===== src/rtl/smadd_pkg.sv =====
// Shared definitions for the sign-magnitude add/subtract arbiter slice.
package smadd_pkg;

  // Default word geometry: 32-bit sign-magnitude word, Q16 fraction.
  localparam int N_DEF    = 32;
  localparam int Q_DEF    = 16;
  localparam int NREQ_DEF = 4;

  // The overflow counter saturates here instead of wrapping.
  localparam logic [7:0] OVF_CNT_MAX = 8'd255;

  // Response register occupancy: EMPTY means rsp_valid=0, FULL means rsp_valid=1.
  typedef enum logic {
    EMPTY = 1'b0,
    FULL  = 1'b1
  } state_t;

endpackage


===== src/rtl/smadd_core.sv =====
// Combinational sign-magnitude adder/subtractor with magnitude saturation.
// Subtraction flips the sign of b and reuses the add path. Results of zero
// magnitude are always reported with a positive sign.
module smadd_core
  import smadd_pkg::*;
#(
  parameter int N = N_DEF
) (
  input  logic [N-1:0] a,
  input  logic [N-1:0] b,
  input  logic         sub,
  output logic [N-1:0] sum,
  output logic         ovf
);

  logic         sign_a;
  logic         sign_b;
  logic [N-2:0] mag_a;
  logic [N-2:0] mag_b;
  logic [N-1:0] mag_total;
  logic [N-2:0] mag_res;
  logic         sign_res;

  // Split operands, pick add or subtract of magnitudes, then saturate and fix zero sign.
  always_comb begin
    sign_a    = a[N-1];
    sign_b    = b[N-1] ^ sub;
    mag_a     = a[N-2:0];
    mag_b     = b[N-2:0];
    mag_total = {1'b0, mag_a} + {1'b0, mag_b};
    mag_res   = '0;
    sign_res  = 1'b0;
    ovf       = 1'b0;

    if (sign_a == sign_b) begin
      // Same effective sign: magnitudes add, a carry out means saturation.
      sign_res = sign_a;
      if (mag_total[N-1]) begin
        ovf     = 1'b1;
        mag_res = '1;
      end else begin
        mag_res = mag_total[N-2:0];
      end
    end else if (mag_a >= mag_b) begin
      // Opposite signs, a dominates.
      mag_res  = mag_a - mag_b;
      sign_res = sign_a;
    end else begin
      // Opposite signs, b dominates.
      mag_res  = mag_b - mag_a;
      sign_res = sign_b;
    end

    // Never emit negative zero.
    if (mag_res == '0) begin
      sign_res = 1'b0;
    end

    sum = {sign_res, mag_res};
  end

endmodule


===== src/rtl/smadd_arbiter.sv =====
// Round-robin arbiter in front of a single sign-magnitude add/sub unit.
// Handshake: a transfer happens on a port in any cycle where its valid and
// ready are both high; req_ready is the one-hot grant and is only raised when
// the operation is actually taken, and rsp_* hold stable while rsp_valid=1
// and rsp_ready=0.
module smadd_arbiter
  import smadd_pkg::*;
#(
  parameter int N    = N_DEF,
  parameter int Q    = Q_DEF,
  parameter int NREQ = NREQ_DEF
) (
  input  logic                     clk,
  input  logic                     reset,
  input  logic                     flush,
  input  logic [NREQ-1:0]          req_valid,
  input  logic [NREQ-1:0]          req_sub,
  input  logic [NREQ*N-1:0]        req_a,
  input  logic [NREQ*N-1:0]        req_b,
  output logic [NREQ-1:0]          req_ready,
  output logic                     rsp_valid,
  input  logic                     rsp_ready,
  output logic [N-1:0]             rsp_data,
  output logic [$clog2(NREQ)-1:0]  rsp_id,
  output logic                     rsp_ovf,
  output logic [7:0]               ovf_count,
  output state_t                   state_dbg,
  output logic [$clog2(NREQ)-1:0]  ptr_dbg
);

  localparam int IDW = $clog2(NREQ);

  // Reject unsupported geometries at elaboration time.
  if (NREQ < 2 || NREQ > 8 || (NREQ & (NREQ - 1)) != 0 || Q < 0 || Q > N - 1) begin : g_param_check
    $error("smadd_arbiter: NREQ must be a power of two in 2..8 and Q must fit in the magnitude");
  end

  state_t           state;
  state_t           state_nxt;
  logic [IDW-1:0]   ptr;
  logic [IDW-1:0]   gidx;
  logic [IDW-1:0]   scan_idx;
  logic             found;
  logic             accept;
  logic [N-1:0]     op_a;
  logic [N-1:0]     op_b;
  logic             op_sub;
  logic [N-1:0]     core_sum;
  logic             core_ovf;

  assign rsp_valid = (state == FULL);
  assign state_dbg = state;
  assign ptr_dbg   = ptr;

  // Rotating priority search: first valid requester at or after ptr.
  always_comb begin
    found    = 1'b0;
    gidx     = '0;
    scan_idx = '0;
    for (int k = 0; k < NREQ; k++) begin
      scan_idx = ptr + IDW'(k);
      if (!found && req_valid[scan_idx]) begin
        found = 1'b1;
        gidx  = scan_idx;
      end
    end
  end

  // Take an operation only when the response slot is free or being drained.
  always_comb begin
    accept = found && !reset && !flush && (!rsp_valid || rsp_ready);
  end

  // One-hot grant, zero whenever nothing is accepted.
  always_comb begin
    req_ready = '0;
    if (accept) begin
      req_ready[gidx] = 1'b1;
    end
  end

  // Route the granted requester's operands to the arithmetic unit.
  always_comb begin
    op_a   = req_a[gidx*N +: N];
    op_b   = req_b[gidx*N +: N];
    op_sub = req_sub[gidx];
  end

  smadd_core #(
    .N (N)
  ) u_core (
    .a   (op_a),
    .b   (op_b),
    .sub (op_sub),
    .sum (core_sum),
    .ovf (core_ovf)
  );

  // Occupancy state register.
  always_ff @(posedge clk) begin
    if (reset) begin
      state <= EMPTY;
    end else begin
      state <= state_nxt;
    end
  end

  // Occupancy next state: fill on accept, drain on pop without refill, flush empties.
  always_comb begin
    state_nxt = state;
    case (state)
      EMPTY: begin
        if (accept) begin
          state_nxt = FULL;
        end
      end
      FULL: begin
        if (accept) begin
          state_nxt = FULL;
        end else if (rsp_ready) begin
          state_nxt = EMPTY;
        end
      end
      default: state_nxt = EMPTY;
    endcase
    if (flush) begin
      state_nxt = EMPTY;
    end
  end

  // Response payload: loaded on accept, held otherwise; flush only drops the overflow flag.
  always_ff @(posedge clk) begin
    if (reset) begin
      rsp_data <= '0;
      rsp_id   <= '0;
      rsp_ovf  <= 1'b0;
    end else if (flush) begin
      rsp_ovf  <= 1'b0;
    end else if (accept) begin
      rsp_data <= core_sum;
      rsp_id   <= gidx;
      rsp_ovf  <= core_ovf;
    end
  end

  // Round-robin pointer moves just past the last granted requester.
  always_ff @(posedge clk) begin
    if (reset) begin
      ptr <= '0;
    end else if (accept) begin
      ptr <= gidx + IDW'(1);
    end
  end

  // Saturating count of accepted operations that overflowed.
  always_ff @(posedge clk) begin
    if (reset) begin
      ovf_count <= '0;
    end else if (accept && core_ovf && (ovf_count != OVF_CNT_MAX)) begin
      ovf_count <= ovf_count + 8'd1;
    end
  end

endmodule


===== config.mk =====
export PLATFORM = sky130hd
export DESIGN_NAME = smadd_arbiter
export DESIGN_NICKNAME = d
export VERILOG_FILES = /design/src/rtl/smadd_pkg.sv /design/src/rtl/smadd_core.sv /design/src/rtl/smadd_arbiter.sv
export SDC_FILE = /design/constraint.sdc
export NUM_CORES = 1
export LEC_CHECK = 0
export BUFFER_PORTS_ARGS = -buffer_cell sky130_fd_sc_hd__buf_2
export CAP_MARGIN = 10
export CORE_UTILIZATION = 48
export CTS_CLUSTER_DIAMETER = 50
export CTS_CLUSTER_SIZE = 12
export DETAILED_ROUTE_END_ITERATION = 6
export MAX_ROUTING_LAYER = met4
export PLACE_DENSITY = 0.76
export SETUP_SLACK_MARGIN = 0.2
export SYNTH_ARGS = -nofsm -noshare
export SYNTH_HDL_FRONTEND = slang
export SYNTH_SLANG_ARGS = --single-unit
export TNS_END_PERCENT = 50

===== constraint.sdc =====
create_clock -name clk -period 7.15 [get_ports clk]
set_clock_uncertainty 0.1 [all_clocks]
set_input_delay 1.0725 -clock clk [delete_from_list [all_inputs] [get_ports clk]]
set_output_delay 1.0725 -clock clk [all_outputs]
set_load 0.1 [all_outputs]

After elaboration in Yosys (flattened, before gate mapping). Cells that the tools add are included.

Bits in registers: 46. Input port bits: 268.

Add/subtract/negate cells: 8. Magnitude comparators: 7. Equal/unequal tests: 2. Shift operators: 2. Muxes and demuxes: 33. Bitwise operators: 3. Reductions and logical operators: 19.

Operator list (number): $shiftx A128 B8 Y32 (2); $mux W31 (3); $sub A31 B31 Y31 (2); $add A31 B31 Y32 (1); $ge A31 B31 Y1 (1); $logic_not A31 Y1 (1); $mux W1 (18); $lt A2 B3 Y1 const B (5); $bmux W1 S2 (5); $logic_and A1 B1 Y1 (9); $add A8 B1 Y8 const B (1); $mux W2 (4); $ne A8 B8 Y1 const B (1); $logic_not A1 Y1 (6); $add A2 B1 Y2 const B (2); $add A2 B2 Y2 const B (2); $mux W4 (1); $demux W1 S2 (1); $ge A2 B1 Y1 const B (1); $not A1 Y1 (2); $pmux W1 S2 (1); $reduce_and A2 Y1 (1); $reduce_or A2 Y1 (1); $eq A1 B1 Y1 (1); 2 further kinds (2).

Longest topological paths before layout.
Depth in word-level cells: 19. Depth in mapped cells: 26. Depth with buffers taken out: 23.

By module. Synthesis repeated with hierarchy kept, for this count alone.

Cell total of the unflattened synthesis: 1372. Area total of the unflattened synthesis: 10035.9 µm².

Modules (own cells, without submodules): smadd_core (times used 1, cells each 922, area each 6087.1 µm²); smadd_arbiter (times used 1, cells each 450, area each 3948.8 µm²).

Worst setup path before layout. OpenSTA, ideal clock, no wires.

Path type: input port to flip-flop. Start: input req_valid[2]. End: register rsp_data[31]. Data arrival time: 6068 ps. Required time: 6919 ps. Setup slack: 851 ps. Stages on the path: 23. Cell sequence: nor2b_1 -> or4b_4 -> nand2_1 -> clkbuf_1 -> clkbuf_1 -> clkbuf_1 -> nand2_1 -> and3_1 -> a31oi_1 -> ha_1 -> nor4b_2 -> and3_1 -> and2_2 -> o311ai_4 -> and3_1 -> buf_6 -> a2111oi_2 -> o22ai_1 -> o21ai_1 -> o21bai_1 -> or3b_1 -> nor4_1 -> a31oi_1.

Cells in the longest elaborated chain, start to end: 19. Elaborated cells on any way between the ends: 43.

RTL lines: from (decl) (line smadd_arbiter.sv:16) `input logic [NREQ-1:0] req_valid,`; branches (longest 19 deep; another with $bmux W1 S2); to (signal assigned) (line smadd_arbiter.sv:140) `rsp_data <= core_sum;`; to (decl) (line smadd_arbiter.sv:23) `output logic [N-1:0] rsp_data,`.

Several ways; the timed one is not identified. The select of a mux whose other input is x is not followed. A chain may end at the register's enable or synchronous reset.

Final worst setup path. Ends and elaborated chain as after synthesis.

==> Implementation_results.wiki <==
{| class="wikitable"
! Metric !! Value
|-
| Outcome || finished, final reports clean
|-
| GRT Util Overall || 0.407
|-
| Antenna violations before repair || 1
|-
| CP Class || input pin to flop
|-
| GP Congestion || roughly 1.1
|-
| Post-route setup TNS || 0 ps
|-
| Period Utilization, post-route || 0.934
|-
| Layout Area Growth over Synthesis || 25.9%
|-
| Post-synthesis average cell area || 6.21 sq um
|-
| Number of standard cells in the layout, taps in and fillers out || 2142
|-
| Starting Density || 0.494
|-
| Routed vias/inst || about 6.0
|-
| Dpl cells || 2130
|-
| Register clock-pin slew on the reported worst setup and hold paths || 60 ps
|-
| Synthesized netlist net count || 1930
|-
| Clock tree from TritonCTS || done
|-
| Clock tree buffer depth || 2
|-
| R2r setup slk || 990 ps
|-
| Arrival @ worst endpoint || 6800 ps
|-
| Number of global-route vias before repair || 11.8k
|-
| Worst setup EP type || flop
|-
| Leakage || 0.00601 uW
|-
| Most congested layer reported by global routing || met2
|-
| Remaining antenna violation count after routing || 0
|-
| Ys async rst share || 0
|-
| Number of cell instances on the worst register-to-register path || 24
|-
| Largest area contributor in the synthesized netlist || sky130_fd_sc_hd__ha_1
|-
| Slew at the pin with the worst max-slew slack || 1020 ps
|-
| Horizontal die dimension || 144 um
|-
| Largest fanout on the critical path || 45
|-
| Hold Crit Class || flop to flop
|-
| Setup violations, final || 0
|-
| CTS root buf || sky130_fd_sc_hd__clkbuf_16
|-
| Critical path startpoint category || input pin
|-
| Critical path startpoint || req_valid[2]
|-
| Drc violations || 0
|-
| Top area cells in the synthesized netlist || sky130_fd_sc_hd__ha_1 13%, sky130_fd_sc_hd__nand2_1 13%, sky130_fd_sc_hd__dfxtp_1 9.5%
|-
| Library cell appearing most often on the critical path || sky130_fd_sc_hd__buf_12
|-
| Pin count of the biggest net entering global routing || 65
|-
| Number of buffers created by CTS || 5
|-
| Flip-flop and latch count after synthesis || 46
|-
| CORE AREA || 19700 sq um
|-
| Share of post-route cells with drive strength above 1 || 0.247
|-
| Floorplan row count || 51
|-
| Maximum vdd drop || 151 uV
|-
| Netlist area before placement || 9700 sq um
|-
| H-tree depth || 2
|-
| Worst R2R End || rsp_data[31]
|-
| Worst endpoint required time || 7270 ps
|-
| Clk Latency, worst-skew pair || 290 ps
|-
| Critical Path Max Stage Delay || 630 ps
|-
| Clk sink count || 46
|-
| Crit path time final || 6680 ps
|-
| Start of the worst register-to-register path || ptr_dbg[0]
|-
| Dominant cell by count in the synthesized netlist || sky130_fd_sc_hd__nand2_1
|-
| Post-synth EDFFs || 0
|-
| Most common library cells after synthesis || 326 x sky130_fd_sc_hd__nand2_1, 146 x sky130_fd_sc_hd__nand3_1, 122 x sky130_fd_sc_hd__a21oi_1, 106 x sky130_fd_sc_hd__nor2_1
|-
| IO Count || 319
|-
| Iter 0 DRT Violations || between 1k and 1.5k
|-
| Via Count || 12.9k
|-
| Number of different library cells in the post-synthesis netlist || 91
|-
| Area enclosed by the die boundary || 20800 sq um
|-
| Maxcap violations || 0
|-
| Relative slew slack || 0.312
|-
| Hold_ws || 359 ps
|-
| DIE HEIGHT || 144 um
|-
| Met2 Use GR || 0.679
|-
| WL/cell || 19.8 um
|-
| Layout net count || between 2k and 2.5k
|-
| Fin. Hold Viols || 0
|-
| Final wirelength || approximately 42 mm
|-
| Highest clock frequency the design can meet || 150 MHz
|-
| Detailed Place HPWL || 34.3 mm
|-
| Global-route track usage on met3 || 0.0825
|-
| Initial DRT Pass Iterations || 5
|-
| Count of port buffers added during placement || 318
|-
| Share of the synthesized area in the top cell type || 0.126
|-
| Met1 Track Usage GR || 0.479
|-
| Unrepaired setup endpoints after global routing || no
|-
| Sequential element share of the synthesized area || 0.0949
|-
| Endpoint of the most critical setup path || rsp_data[31]
|-
| Final Max Slew Viols || 0
|-
| Power per Cell Area || 310 nW/um^2
|-
| Mapped Cells || 1561
|-
| Overflow left after global routing || 0
|-
| Highest-delay cell along the critical path || sky130_fd_sc_hd__or4_1
|-
| Count of synthesis-stage warnings from yosys || 0
|-
| Global-route wire length before repair || ~63 mm
|-
| Post-synth top flop || sky130_fd_sc_hd__dfxtp_1
|}
==> flip-flops by register name (all words and copies together), names as in the netlist <==
signal,count
ptr_dbg,2
rsp_data,32
ovf_count,8
rsp_id,2
rsp_ovf,1
rsp_valid,1
==> power breakdown <==
| group | internal, uW | switching (uW) |
|---|---|---|
| registers | 283 | 17.3 |
| logic | 1110 | 2120 |
| clock network | 165 | 98.3 |
| total | 1560 | 2230 |
==> worst max-delay path: cells and delay by family <==
| family | cells | cell delay [ps] |
|---|---|---|
| and+or+nand+nor | 10 | 2480 |
| buffers and inverters | 7 | 1180 |
| adders and majority gates | 1 | 320 |
| AOI/OAI and AO/OA | 7 | 1660 |
==> logic make-up (layout without fill, tap and decap cells) <==
family                   Yosys count  count (layout)  share of synthesized area
AND/OR/NAND/NOR                  786             786                      0.387
AO/OA/AOI/OAI                    395             395                      0.270
buffers and inverters            202             517                     0.0855
adder cells (fa/ha/maj)          101             101                      0.133
flip-flops                        46              46                     0.0949
multiplexers                      18              18                     0.0191
XOR/XNOR                          13              13                     0.0117
other                              0               1                          0
==> layer usage <==
layer  wire, um  share of wire
met2      19700           0.47
met4       1770          0.042
met3       4100          0.097
met5          0              0
met1      16700           0.40
==> cells in the final DEF (no fill, tap or decap), drive strengths merged, types with 9 or more instances in the layout <==
cell type and count:
a211oi 24, and3 13, dfxtp 46, a21oi 123, a21o 10, nor4 25, inv 103, o21bai 19
o31ai 21, o21ai 72, mux2i 14, nor3 19, nand3 147, nor2b 20, nand2 327, a221oi 9
o22ai 13, nand2b 9, nor2 107, nand4 15, and2 67, o211ai 11, ha 98, buf 406
a31oi 13
==> final cells by class <==
cell class	instances	area, sq um
timing repair buffer	406	2340
antenna	1	2.50
clock buffer	5	125
inverter	103	389
tap	265	332
sequential	46	921
fill	1854	7440
clock inverter	3	43.8
multi-input combinational	1313	8060
==> worst min-delay path by stage <==
| stage | from | depth (start not counted) | to |
|---|---|---|---|
| 3_3_place_gp | rsp_id[1] | 2 | rsp_id[1] |
| 6_report | rsp_data[26] | 2 | rsp_data[26] |
| 2_1_floorplan | rsp_data[27] | 2 | rsp_data[27] |
| 4_1_cts | rsp_data[30] | 2 | rsp_data[30] |
| 5_1_grt | rsp_data[30] | 2 | rsp_data[30] |
| 3_5_place_dp | rsp_data[30] | 2 | rsp_data[30] |
==> repair_timing <==
| action | CTS | global route |
|---|---|---|
| hold buffers | 0 | 0 |
| endpoints found under the setup margin | 0 | 2 |
| gates resized for setup | 0 | 15 |
| buffers inserted | 0 | 3 |
==> metrics by stage <==
stage,utilization,power [uW],worst slack [ps],cell area [sq um]
after floorplan,-,2290,851,9700
after global placement,0.606,3340,98.0,11900
after detailed placement,0.606,3330,-13.7,11900
after CTS,0.615,3610,260,12100
after global routing,0.621,3990,224,12200
final,0.621,3790,470,12200
Power figures use the tool's default switching activity.
